`src/rtl/button_poller_pkg.sv`:
```
// button_poller_pkg: shared states, event codes, AHB constants and register map for the button poller
package button_poller_pkg;
  typedef enum logic [2:0] {
    ST_WAIT, ST_REQ, ST_ADDR_ND, ST_DATA_ND, ST_ADDR_FLAG, ST_DATA_FLAG, ST_RELEASE
  } state_e;
  typedef enum logic [1:0] {EV_DAY_NIGHT, EV_MODE, EV_TRIP, EV_SETTING} event_e;
  localparam logic [1:0] HTRANS_IDLE = 2'b00;
  localparam logic [1:0] HTRANS_NONSEQ = 2'b10;
  localparam logic [31:0] OFF_DAY_NIGHT = 32'd0;
  localparam logic [31:0] OFF_MODE = 32'd4;
  localparam logic [31:0] OFF_TRIP = 32'd8;
  localparam logic [31:0] OFF_SETTING = 32'd12;
  localparam logic [31:0] OFF_NEW_DATA = 32'd16;
  function automatic logic [31:0] flag_off(input event_e idx);
    return idx == EV_DAY_NIGHT ? OFF_DAY_NIGHT :
           idx == EV_MODE      ? OFF_MODE      :
           idx == EV_TRIP      ? OFF_TRIP      : OFF_SETTING;
  endfunction
endpackage

```
`src/rtl/event_fifo.sv`:
```
// event_fifo: small FIFO with extra-bit wrap pointers; a push while full is accepted only alongside a pop
module event_fifo #(
  parameter int DEPTH = 4,
  parameter int WIDTH = 2
) (
  input  logic             clk,
  input  logic             rst,
  input  logic             push,
  input  logic             pop,
  input  logic [WIDTH-1:0] wdata,
  output logic [WIDTH-1:0] rdata,
  output logic             full,
  output logic             empty
);
  localparam int AW = $clog2(DEPTH);
  logic [AW:0] wr_q, rd_q;
  logic [WIDTH-1:0] mem_q [DEPTH];
  logic do_push, do_pop;
  assign empty = wr_q == rd_q;
  assign full = (wr_q[AW] != rd_q[AW]) && (wr_q[AW-1:0] == rd_q[AW-1:0]);
  assign do_pop = pop && !empty;
  assign do_push = push && (!full || do_pop);
  assign rdata = empty ? '0 : mem_q[rd_q[AW-1:0]];
  always_ff @(posedge clk) begin
    if (rst) begin
      wr_q <= '0;
      rd_q <= '0;
    end else begin
      if (do_push) wr_q <= wr_q + 1'b1;
      if (do_pop) rd_q <= rd_q + 1'b1;
    end
  end
  always_ff @(posedge clk) if (do_push) mem_q[wr_q[AW-1:0]] <= wdata;
endmodule

```
`src/rtl/button_event_poller.sv`:
```
// button_event_poller: periodically polls a button register block over AHB-Lite and queues the first set flag
module button_event_poller
  import button_poller_pkg::*;
#(
  parameter logic [31:0] BASE_ADDR = 32'h4000_0000,
  parameter int POLL_PERIOD = 1000,
  parameter int FIFO_DEPTH = 4
) (
  input  logic        HCLK,
  input  logic        HRESET,
  output logic [31:0] HADDR,
  output logic [1:0]  HTRANS,
  output logic        HWRITE,
  output logic [2:0]  HSIZE,
  output logic [31:0] HWDATA,
  input  logic [31:0] HRDATA,
  input  logic        HREADY,
  output logic        BusReq,
  input  logic        BusGnt,
  output logic        EventValid,
  output logic [1:0]  EventCode,
  input  logic        EventPop,
  output logic        Irq,
  output logic        Overflow,
  input  logic        OverflowClr
);
  localparam logic [15:0] CNT_LAST = 16'(POLL_PERIOD - 1);
  state_e state_q, state_d;
  event_e idx_q, idx_d;
  logic [15:0] cnt_q, cnt_d;
  logic ovf_q, ovf_d, push, full, empty, rd_bit, last_flag, unused_hrdata;
  assign rd_bit = HRDATA[0];
  assign unused_hrdata = ^HRDATA[31:1];
  assign last_flag = rd_bit || idx_q == EV_SETTING;
  always_comb begin
    state_d = state_q;
    cnt_d = cnt_q;
    idx_d = idx_q;
    case (state_q)
      ST_WAIT: begin
        state_d = cnt_q == CNT_LAST ? ST_REQ : ST_WAIT;
        cnt_d = cnt_q == CNT_LAST ? '0 : cnt_q + 16'd1;
      end
      ST_REQ: state_d = BusGnt ? ST_ADDR_ND : ST_REQ;
      ST_ADDR_ND: state_d = HREADY ? ST_DATA_ND : ST_ADDR_ND;
      ST_DATA_ND: if (HREADY) begin
        state_d = rd_bit ? ST_ADDR_FLAG : ST_RELEASE;
        idx_d = rd_bit ? EV_DAY_NIGHT : idx_q;
      end
      ST_ADDR_FLAG: state_d = HREADY ? ST_DATA_FLAG : ST_ADDR_FLAG;
      // reading a set flag clears them all in the slave, so stop at the first one
      ST_DATA_FLAG: if (HREADY) begin
        state_d = last_flag ? ST_RELEASE : ST_ADDR_FLAG;
        idx_d = last_flag ? idx_q : event_e'(idx_q + 2'd1);
      end
      default: state_d = ST_WAIT;
    endcase
  end
  always_ff @(posedge HCLK) begin
    if (HRESET) begin
      state_q <= ST_WAIT;
      cnt_q <= '0;
      idx_q <= EV_DAY_NIGHT;
      ovf_q <= 1'b0;
    end else begin
      state_q <= state_d;
      cnt_q <= cnt_d;
      idx_q <= idx_d;
      ovf_q <= ovf_d;
    end
  end
  assign push = state_q == ST_DATA_FLAG && HREADY && rd_bit;
  assign ovf_d = (push && full && !EventPop) || (ovf_q && !OverflowClr);
  assign HTRANS = state_q inside {ST_ADDR_ND, ST_ADDR_FLAG} ? HTRANS_NONSEQ : HTRANS_IDLE;
  assign HADDR = state_q == ST_ADDR_ND   ? BASE_ADDR + OFF_NEW_DATA :
                 state_q == ST_ADDR_FLAG ? BASE_ADDR + flag_off(idx_q) : BASE_ADDR;
  assign BusReq = !(state_q inside {ST_WAIT, ST_RELEASE});
  assign HWRITE = 1'b0;
  assign HSIZE = 3'b010;
  assign HWDATA = '0;
  assign EventValid = !empty;
  assign Irq = !empty;
  assign Overflow = ovf_q;
  event_fifo #(.DEPTH(FIFO_DEPTH), .WIDTH(2)) u_fifo (
    .clk(HCLK), .rst(HRESET), .push(push), .pop(EventPop), .wdata(idx_q),
    .rdata(EventCode), .full(full), .empty(empty)
  );
endmodule

```
`config.mk`:
```
export PLATFORM = sky130hd
export DESIGN_NAME = button_event_poller
export DESIGN_NICKNAME = d
export VERILOG_FILES = /design/src/rtl/button_poller_pkg.sv /design/src/rtl/event_fifo.sv /design/src/rtl/button_event_poller.sv
export SDC_FILE = /design/constraint.sdc
export NUM_CORES = 1
export LEC_CHECK = 0
export CORE_AREA = 2 2 104 86
export DETAILED_ROUTE_END_ITERATION = 16
export DIE_AREA = 0 0 106 88
export GPL_TIMING_DRIVEN = 0
export REMOVE_ABC_BUFFERS = 1
export SLEW_MARGIN = 40
export SYNTH_ARGS = -nofsm -noshare
export SYNTH_HDL_FRONTEND = slang
export SYNTH_SLANG_ARGS = --single-unit
export TNS_END_PERCENT = 1
```
`constraint.sdc`:
```
create_clock -name HCLK -period 2.5 [get_ports HCLK]
set_clock_uncertainty 0.2 [all_clocks]
set_input_delay 0.25 -clock HCLK [delete_from_list [all_inputs] [get_ports HCLK]]
set_output_delay 0.25 -clock HCLK [all_outputs]
set_load 0.03 [all_outputs]
```
==> results of run 1 <==
[registers in the layout (all words and copies together), names as in the netlist, named ones only]
signal / flops
idx_q: 2
u_fifo.wr_q: 3
u_fifo.mem_q: 8
Overflow: 1
state_q: 3
cnt_q: 16
u_fifo.rd_q: 3
[metrics by stage]
| step | util | worst slack, ps | std cells | hold slack [ps] | cell area (um2) |
|---|---|---|---|---|---|
| floorplan | - | 331.5 | 252 | 119.1 | 2125 |
| finish | 0.3115 | 130.8 | 388 | 289.7 | 2584 |
| detailed placement | 0.2928 | -151.4 | 380 | 277.7 | 2429 |
| CTS | 0.3106 | 2.887 | 388 | 292.4 | 2576 |
| global placement | 0.2923 | -140.6 | 380 | 279.4 | 2425 |
| global route | 0.3115 | 6.523 | 388 | 333.4 | 2584 |
[routing by layer]
layer	GRT usage	up-vias	wire length (um)
met4	0.03947	0	88
li1	-	784	-
met2	0.1232	55	1635
met5	0	-	0
met3	0.02307	7	207
met1	0.1063	691	1922
[timing repair]
item                                    in CTS  in global routing
pin swaps                                    0                  0
cloned                                       0                  0
gates resized for setup                      9                  8
endpoints found under the setup margin       6                  6
[power by group through the flow]
stage	logic (W)	registers (W)	clock network, W
2_1_floorplan	0.000142	0.000645	0
3_3_place_gp	0.000162	0.000646	0
3_5_place_dp	0.000163	0.000646	0
4_1_cts	0.000163	0.000632	0.000638
5_1_grt	0.000175	0.000633	0.000651
6_report	0.000165	0.000632	0.000625
[cell type report]
class / instances / area (um2) / area share
Tap cell: 112 / 140.1 / 0.05424
Inverter: 7 / 26.28 / 0.01017
Multi-Input combinational cell: 207 / 1281 / 0.4959
Clock inverter: 3 / 68.82 / 0.02663
Clock buffer: 5 / 68.82 / 0.02663
Timing Repair Buffer: 16 / 155.1 / 0.06005
Sequential cell: 38 / 843.3 / 0.3264
[cells in the final DEF, fill, tap and decap left out, types with 3 or more instances in the layout]
master           netlist  routed
conb_1                 2      66
dfxtp_1               30      28
nor2_1                25      25
clkdlybuf4s50_1        0      12
xor2_1                13      11
a21oi_1               11      11
nand2b_1              10      10
ha_1                  10      10
nand4_1                8       8
edfxtp_1               8       8
inv_1                  7       7
nand3_1                7       7
clkbuf_8               0       5
nor2b_1                4       4
and2_1                 4       4
xnor2_1                4       4
nand2_1                4       4
o31ai_1                4       4
or4_1                  3       3
mux2i_1                3       3
o21ai_0                3       3
[worst min-delay path: stages, from the launching register on]
cell and delay [ps]:
dfxtp_1 330, o31ai_1 60, a21oi_1 50
[logic make-up after synthesis]
group	synth area share
adder cells (fa/ha/maj)	0.05147
multiplexers	0.04014
AND/OR/NAND/NOR	0.2048
AO/OA/AOI/OAI	0.05765
flip-flops	0.3459
XOR/XNOR	0.06124
other	0.003089
buffers and inverters	0.2357
[final timing paths]
check	endpoint	slack [ps]	cells past startpoint
setup / recovery	HADDR[3]	130	5
hold / removal	cnt_q[15]$_SDFFE_PP0P_	290	2
setup reg to reg	u_fifo.wr_q[2]$_SDFFE_PP0N_	270	4
hold reg to reg	cnt_q[15]$_SDFFE_PP0P_	290	2
==> results.sh, run 1 <==
export IMPL_routabilityCongestion=0.7663
export IMPL_dieArea_mm2=0.009328
export IMPL_layout_drive_gt1_share=0.09783
export IMPL_setup_viol=0
export IMPL_grt_usage=0.08094
export IMPL_start_util=0.2931
export IMPL_yosys_top_cells_count="buf_4 (67), dfxtp_1 (30), nor2_1 (25)"
export IMPL_ys_seq_area_frac=0.3459
export IMPL_crit_path_max_fanout=8
export IMPL_slowest_delay_ps=620
export IMPL_synth_edff_count=8
export IMPL_r2r_start="state_q[0]$_SDFFE_PP0P_"
export IMPL_overflow=0
export IMPL_critPathLaunch="idx_q[0]$_SDFFE_PP0P_"
export IMPL_min_delay_start="cnt_q[15]$_SDFFE_PP0P_"
export IMPL_end_kind="primary output"
export IMPL_clk_insertion_delay_late_ps=290
export IMPL_worstMarginPinSlew_ps=625.1
export IMPL_path_cells="inv_1 -> ha_1 -> or4b_2 -> nor2_1 -> buf_2"
export IMPL_hpwlAfterDp_um=2879
export IMPL_root_buffer="clkbuf_8"
export IMPL_area_delta_synth_final_pct=6.279
export IMPL_internal_power_w=0.001043
export IMPL_yosys_warnings=0
export IMPL_antenna_found_initial=0
export IMPL_n_fill_cell=846
export IMPL_cts_tree="yes"
export IMPL_critical_path_class="reg2out"
export IMPL_rsz0062_at_grt="false"
export IMPL_sw_frac_of_total=0.2665
export IMPL_async_flop_share=0
export IMPL_drc=0
export IMPL_crit_family="simple AND/OR/NAND/NOR gates"
export IMPL_combPwrFrac=0.116
export IMPL_pwr_share_clk=0.439
export IMPL_wl_um=3854
export IMPL_layout_nets=323
export IMPL_die_h_um=88
export IMPL_cts_setup_buffers=0
export IMPL_ys_top_cells_by_area="dfxtp_1 (25%), buf_4 (21%), edfxtp_1 (9.9%)"
export IMPL_syn_area_per_cell_um2=9.244
export IMPL_grt_pass1_wl_um=6009
export IMPL_hold_buffers=0
export IMPL_p_seq_frac=0.445
export IMPL_ir_worst_vdd_mv=0.2006
export IMPL_io_buffers=16
export IMPL_synth_area_mm2=0.002431
export IMPL_rows=30
export IMPL_diodes=0
export IMPL_period_share=0.9477
export IMPL_fin_total_pwr_w=0.001421
export IMPL_final_min_clock_period_ps=2369
export IMPL_powerDensity_mw_per_mm2=550.1
export IMPL_cp_buffers_inverters=2
export IMPL_viasPerCell=3.961
export IMPL_fin_setup_tns_ps=0
export IMPL_grt_pass1_vias=1291
export IMPL_slew_headroom=0.5820
export IMPL_cts_sinks=38
export IMPL_hp_class="reg2reg"
export IMPL_clock_fmax_mhz=422.1
export IMPL_crit_required_ps=2050
export IMPL_drt_first_pass_iters=4
export IMPL_hold_viol_final=0
export IMPL_synthCells=263
export IMPL_synth_distinct_cells=46
export IMPL_dr_total_vias=1537
export IMPL_p_leak_nw=1.107
export IMPL_clockBufferDepth=2
export IMPL_routedWlPerCell_um=9.933
export IMPL_io_pins=114
export IMPL_synth_top_area_frac=0.2470
export IMPL_core_area_mm2=0.008295
export IMPL_arrival_ps=1920
export IMPL_synth_main_ff_cell="dfxtp_1"
export IMPL_cts_inserted_buffers=5
export IMPL_crit_slowest_cell="or4b_2"
export IMPL_final_max_slew_viol_count=0
export IMPL_htreeDepth=2
export IMPL_ys_seq_elements=38
export IMPL_drt_iter0_drc=88
export IMPL_yosysMostFrequentCell="buf_4"
export IMPL_p_sw_w=0.0003788
export IMPL_grt_max_degree=19
export IMPL_drv_cap=0
export IMPL_ant_nets=0
export IMPL_die_x_um=106
export IMPL_synth_top_cell_by_area="dfxtp_1"
export IMPL_status="complete, no violations"
export IMPL_worstSetupStartpointType="flop"
export IMPL_clk_pin_slew_ps=70
Power figures use the tool's default switching activity.
==> run 2, diff against run 1 <==
Settings changed: GPL_TIMING_DRIVEN 0 to not set.
==> results.sh, run 2 (same netlist as run 1, synthesis figures left out) <==
export IMPL_layout_drive_gt1_share=0.1071
export IMPL_rsz0062_at_grt="false"
export IMPL_clock_fmax_mhz=425.5
export IMPL_hp_class="reg2reg"
export IMPL_rows=30
export IMPL_r2r_start="state_q[0]$_SDFFE_PP0P_"
export IMPL_powerDensity_mw_per_mm2=543.6
export IMPL_cts_sinks=38
export IMPL_status="complete, no violations"
export IMPL_critPathLaunch="idx_q[0]$_SDFFE_PP0P_"
export IMPL_final_max_slew_viol_count=0
export IMPL_hpwlAfterDp_um=3002
export IMPL_top_register="cnt_q"
export IMPL_routabilityCongestion=0.7884
export IMPL_hold_viol_final=0
export IMPL_arrival_ps=1900
export IMPL_clockBufferDepth=2
export IMPL_met1Wirelength_um=2013
export IMPL_worstSetupStartpointType="flop"
export IMPL_grt_usage=0.08812
export IMPL_cts_inserted_buffers=5
export IMPL_drt_iter0_drc=77
export IMPL_layout_common_cells="conb_1 (66), dfxtp_1 (28), nor2_1 (25), clkdlybuf4s50_1 (12)"
export IMPL_layout_setup_ws_ps=149.9
export IMPL_htreeDepth=2
export IMPL_timing_hold_ws_ps=297.8
export IMPL_pre_cts_ws_ps=302.1
export IMPL_root_buffer="clkbuf_8"
export IMPL_core_area_mm2=0.008295
export IMPL_setup_viol=0
export IMPL_largest_reg_flops=16
export IMPL_crit_required_ps=2050
export IMPL_ir_worst_vdd_mv=0.2248
export IMPL_overflow=0
export IMPL_end_kind="primary output"
export IMPL_route_met3_wl_um=219
export IMPL_final_common_cell="conb_1"
export IMPL_die_h_um=88
export IMPL_min_delay_start="cnt_q[15]$_SDFFE_PP0P_"
export IMPL_drc=0
export IMPL_dr_wl_met2_um=1825
export IMPL_multi_input_area_mm2=0.001284
export IMPL_crit_path_max_fanout=8
export IMPL_period_share=0.9400
export IMPL_fin_setup_tns_ps=0
export IMPL_cts_tree="yes"
export IMPL_clk_pin_slew_ps=80
export IMPL_utilization=0.3160
export IMPL_io_buffers=16
export IMPL_stdcell_area_mm2=0.002621
export IMPL_n_fill_cell=848
export IMPL_drt_first_pass_iters=4
export IMPL_drv_cap=0
export IMPL_critical_path_class="reg2out"
export IMPL_highest_layer="met4"
export IMPL_grt_pass1_vias=1325
export IMPL_cts_setup_buffers=0
export IMPL_diodes=0
export IMPL_r2r_cells=4
export IMPL_dieArea_mm2=0.009328
export IMPL_placed_area_mm2=0.002450
export IMPL_io_pins=114
export IMPL_final_min_clock_period_ps=2350
export IMPL_wl_um=4121
export IMPL_antenna_found_initial=0
export IMPL_layout_nets=327
export IMPL_register_area_um2=843.3
export IMPL_clk_insertion_delay_late_ps=290
export IMPL_p_leak_nw=1.128
export IMPL_die_x_um=106
export IMPL_dr_total_vias=1565
export IMPL_routedWlPerCell_um=10.51
export IMPL_area_delta_synth_final_pct=7.823
export IMPL_grt_pass1_wl_um=6458
export IMPL_viasPerCell=3.992
export IMPL_hold_depth=2
export IMPL_grt_max_degree=16
export IMPL_start_util=0.2931
export IMPL_ant_nets=0
run 2: cell count changes in the layout (fill, tap and decap cells not counted), sizes merged:
cell	change
buf	+4
run 2: worst paths after layout:
kind,end,slack [ps]
setup / recovery,HADDR[3],150
hold / removal,cnt_q[15]$_SDFFE_PP0P_,300
setup reg to reg,u_fifo.mem_q[0][0]$_DFFE_PP_,450
hold reg to reg,cnt_q[15]$_SDFFE_PP0P_,300
run 2: metrics by stage:
stage	cells	power [W]
2_1_floorplan	252	0.0007877
3_3_place_gp	384	0.0008113
3_5_place_dp	384	0.0008112
4_1_cts	392	0.001436
5_1_grt	392	0.001475
6_report	392	0.001425
run 2: final cells by class:
| class | count | area share |
|---|---|---|
| clock inverters | 3 | 0.02625 |
| well taps | 112 | 0.05346 |
| flip-flops and latches | 38 | 0.3217 |
| repair buffers | 20 | 0.07255 |
| clock buffers | 5 | 0.02625 |
| inverters | 7 | 0.01002 |
| multi-input cells | 207 | 0.4897 |
run 2: what timing repair did:
action / in CTS / in global routing
resized for setup: 2 / 6
setup endpoints to repair: 4 / 5
hold buffers: 0 / 0
pin swaps: 0 / 0
gates cloned: 0 / 0
run 2: metal layers:
layer  GRT usage  up-vias
li1            -      790
met1      0.1231      715
met2      0.1267       54
met3     0.02381        6
met4     0.04067        0
met5           0        -
run 2: critical path, stage by stage (launching register included):
cell and delay (ps):
dfxtp_2 410, inv_1 100, ha_1 200, or4b_2 620
nor2_1 120, buf_4 170
run 2: where the power goes:
group	switching (W)	total, W	internal, W
Combinational	0.000149	0.000167	0.0000179
Sequential	0.00000548	0.000632	0.000627
Clock	0.000226	0.000626	0.000400
Total	0.000381	0.00142	0.00104
==> run 3, diff against run 2 <==
Settings changed: ABC_CLOCK_PERIOD_IN_PS set to 2500, CORE_AREA 2 2 104 86 to 3 3 105 87, DIE_AREA 0 0 106 88 to 0 0 108 90.
==> results.sh, run 3 (same netlist as run 1, synthesis figures left out) <==
export IMPL_status="complete, no violations"
export IMPL_crit_path_max_fanout=2
export IMPL_antenna_found_initial=0
export IMPL_cts_inserted_buffers=5
export IMPL_final_min_clock_period_ps=2380
export IMPL_arrival_ps=1930
export IMPL_grt_pass1_vias=1367
export IMPL_io_buffers=16
export IMPL_crit_required_ps=2050
export IMPL_hold_depth=2
export IMPL_register_area_um2=840.8
export IMPL_start_util=0.3032
export IMPL_layout_nets=328
export IMPL_hold_path_end="Overflow$_SDFF_PP0_"
export IMPL_io_pins=114
export IMPL_final_common_cell="conb_1"
export IMPL_timing_rr_end="u_fifo.wr_q[2]$_SDFFE_PP0N_"
export IMPL_clock_fmax_mhz=420.2
export IMPL_clockBufferDepth=2
export IMPL_cts_tree="yes"
export IMPL_dr_total_vias=1566
export IMPL_r2r_start="state_q[2]$_SDFFE_PP0P_"
export IMPL_end_kind="primary output"
export IMPL_stdcell_area_mm2=0.002585
export IMPL_drc=0
export IMPL_grt_max_degree=18
export IMPL_area_delta_synth_final_pct=6.330
export IMPL_n_fill_cell=852
export IMPL_htreeDepth=2
export IMPL_largest_reg_flops=16
export IMPL_grt_pass1_wl_um=6713
export IMPL_layout_setup_ws_ps=120.3
export IMPL_diodes=0
export IMPL_placed_area_mm2=0.002456
export IMPL_ir_worst_vdd_mv=0.1887
export IMPL_pre_cts_ws_ps=349.4
export IMPL_ant_nets=0
export IMPL_viasPerCell=4.026
export IMPL_layout_common_cells="conb_1 (66), dfxtp_1 (30), nor2_1 (25), clkdlybuf4s50_1 (14)"
export IMPL_p_leak_nw=1.083
export IMPL_core_area_mm2=0.008019
export IMPL_hold_buffers=0
export IMPL_period_share=0.9519
export IMPL_rows=29
export IMPL_routabilityCongestion=0.7774
export IMPL_die_x_um=108
export IMPL_hold_viol_final=0
export IMPL_critical_path_class="reg2out"
export IMPL_cts_sinks=38
export IMPL_grt_usage=0.08552
export IMPL_setup_viol=0
export IMPL_drt_first_pass_iters=4
export IMPL_worstSetupStartpointType="flop"
export IMPL_dieArea_mm2=0.009720
export IMPL_worstMarginPinSlew_ps=604.6
export IMPL_reg2reg_slack_ps=470
export IMPL_drv_cap=0
export IMPL_layout_drive_gt1_share=0.1068
export IMPL_hp_class="reg2reg"
export IMPL_final_max_slew_viol_count=0
export IMPL_r2r_cells=4
export IMPL_overflow=0
export IMPL_clk_insertion_delay_late_ps=290
export IMPL_drt_iter0_drc=49
export IMPL_min_delay_start="Overflow$_SDFF_PP0_"
export IMPL_root_buffer="clkbuf_8"
export IMPL_multi_input_area_mm2=0.001281
export IMPL_hpwlAfterDp_um=3168
export IMPL_slew_headroom=0.5966
export IMPL_routedWlPerCell_um=10.80
export IMPL_die_h_um=90
export IMPL_top_register="cnt_q"
export IMPL_powerDensity_mw_per_mm2=508.3
export IMPL_clk_pin_slew_ps=80
export IMPL_wl_um=4203
## run 3: changes by cell type in the layout (fill, tap and decap cells not counted), moves of 2 or more
cell	change
clkinv_2	+2
dfxtp_2	-2
dlymetal6s2s_1	-2
clkdlybuf4s50_1	+2
dfxtp_1	+2
## run 3: per-stage QoR
step / total power, W / utilization / setup TNS (ps) / hold WS, ps / std cells
after global routing: 0.001366 / 0.3224 / -8.070 / 302.8 / 389
after CTS: 0.001327 / 0.3199 / 0 / 281.7 / 389
after global placement: 0.0008095 / 0.3058 / 0 / 266.4 / 381
after detailed placement: 0.0008105 / 0.3063 / 0 / 267.4 / 381
final: 0.001314 / 0.3224 / 0 / 276.6 / 389
after floorplan: 0.0007877 / - / 0 / 119.1 / 252
## run 3: what timing repair did
item	in CTS	in global routing
setup buffers	0	0
setup endpoints to repair	0	4
resized for setup	0	3
## run 3: per-layer routing
| metal | routed length (um) | vias to the layer above | track usage |
|---|---|---|---|
| met4 | 72 | 0 | 0.03470 |
| met3 | 214 | 7 | 0.01934 |
| li1 | - | 794 | - |
| met2 | 1969 | 44 | 0.1341 |
| met1 | 1947 | 721 | 0.1130 |
| met5 | 0 | - | 0 |
## run 3: layout make-up
cell class,count,share of cell area
Clock buffer,5,0.02662
Clock inverter,3,0.01549
Inverter,7,0.01016
Multi-Input combinational cell,207,0.4956
Sequential cell,38,0.3253
Tap cell,108,0.05228
Timing Repair Buffer,21,0.07454
## run 3: worst max path at each step
stage / startpoint / to / slack [ps] / depth (start not counted)
after floorplan: idx_q[0]$_SDFFE_PP0P_ / HADDR[2] / 330 / 4
after global placement: state_q[0]$_SDFFE_PP0P_ / cnt_q[8]$_SDFFE_PP0P_ / 350 / 4
after detailed placement: u_fifo.wr_q[1]$_SDFFE_PP0N_ / EventCode[0] / 350 / 4
after CTS: u_fifo.wr_q[1]$_SDFFE_PP0N_ / EventCode[0] / 10 / 4
after global routing: u_fifo.wr_q[1]$_SDFFE_PP0N_ / EventCode[1] / -8 / 4
final: flop / EventCode[1] / 120 / 3
## run 3: where the power goes
| part | total (W) | internal, W | switching (W) |
|---|---|---|---|
| Sequential | 0.000632 | 0.000627 | 0.00000560 |
| Clock | 0.000515 | 0.000294 | 0.000222 |
| Combinational | 0.000166 | 0.0000172 | 0.000149 |
## run 3: worst max-delay path, cell delays in order, from the launching register on
cell	delay (ps)
dfxtp_1	380
mux4_2	510
nor2b_1	140
clkdlybuf4s50_1	600
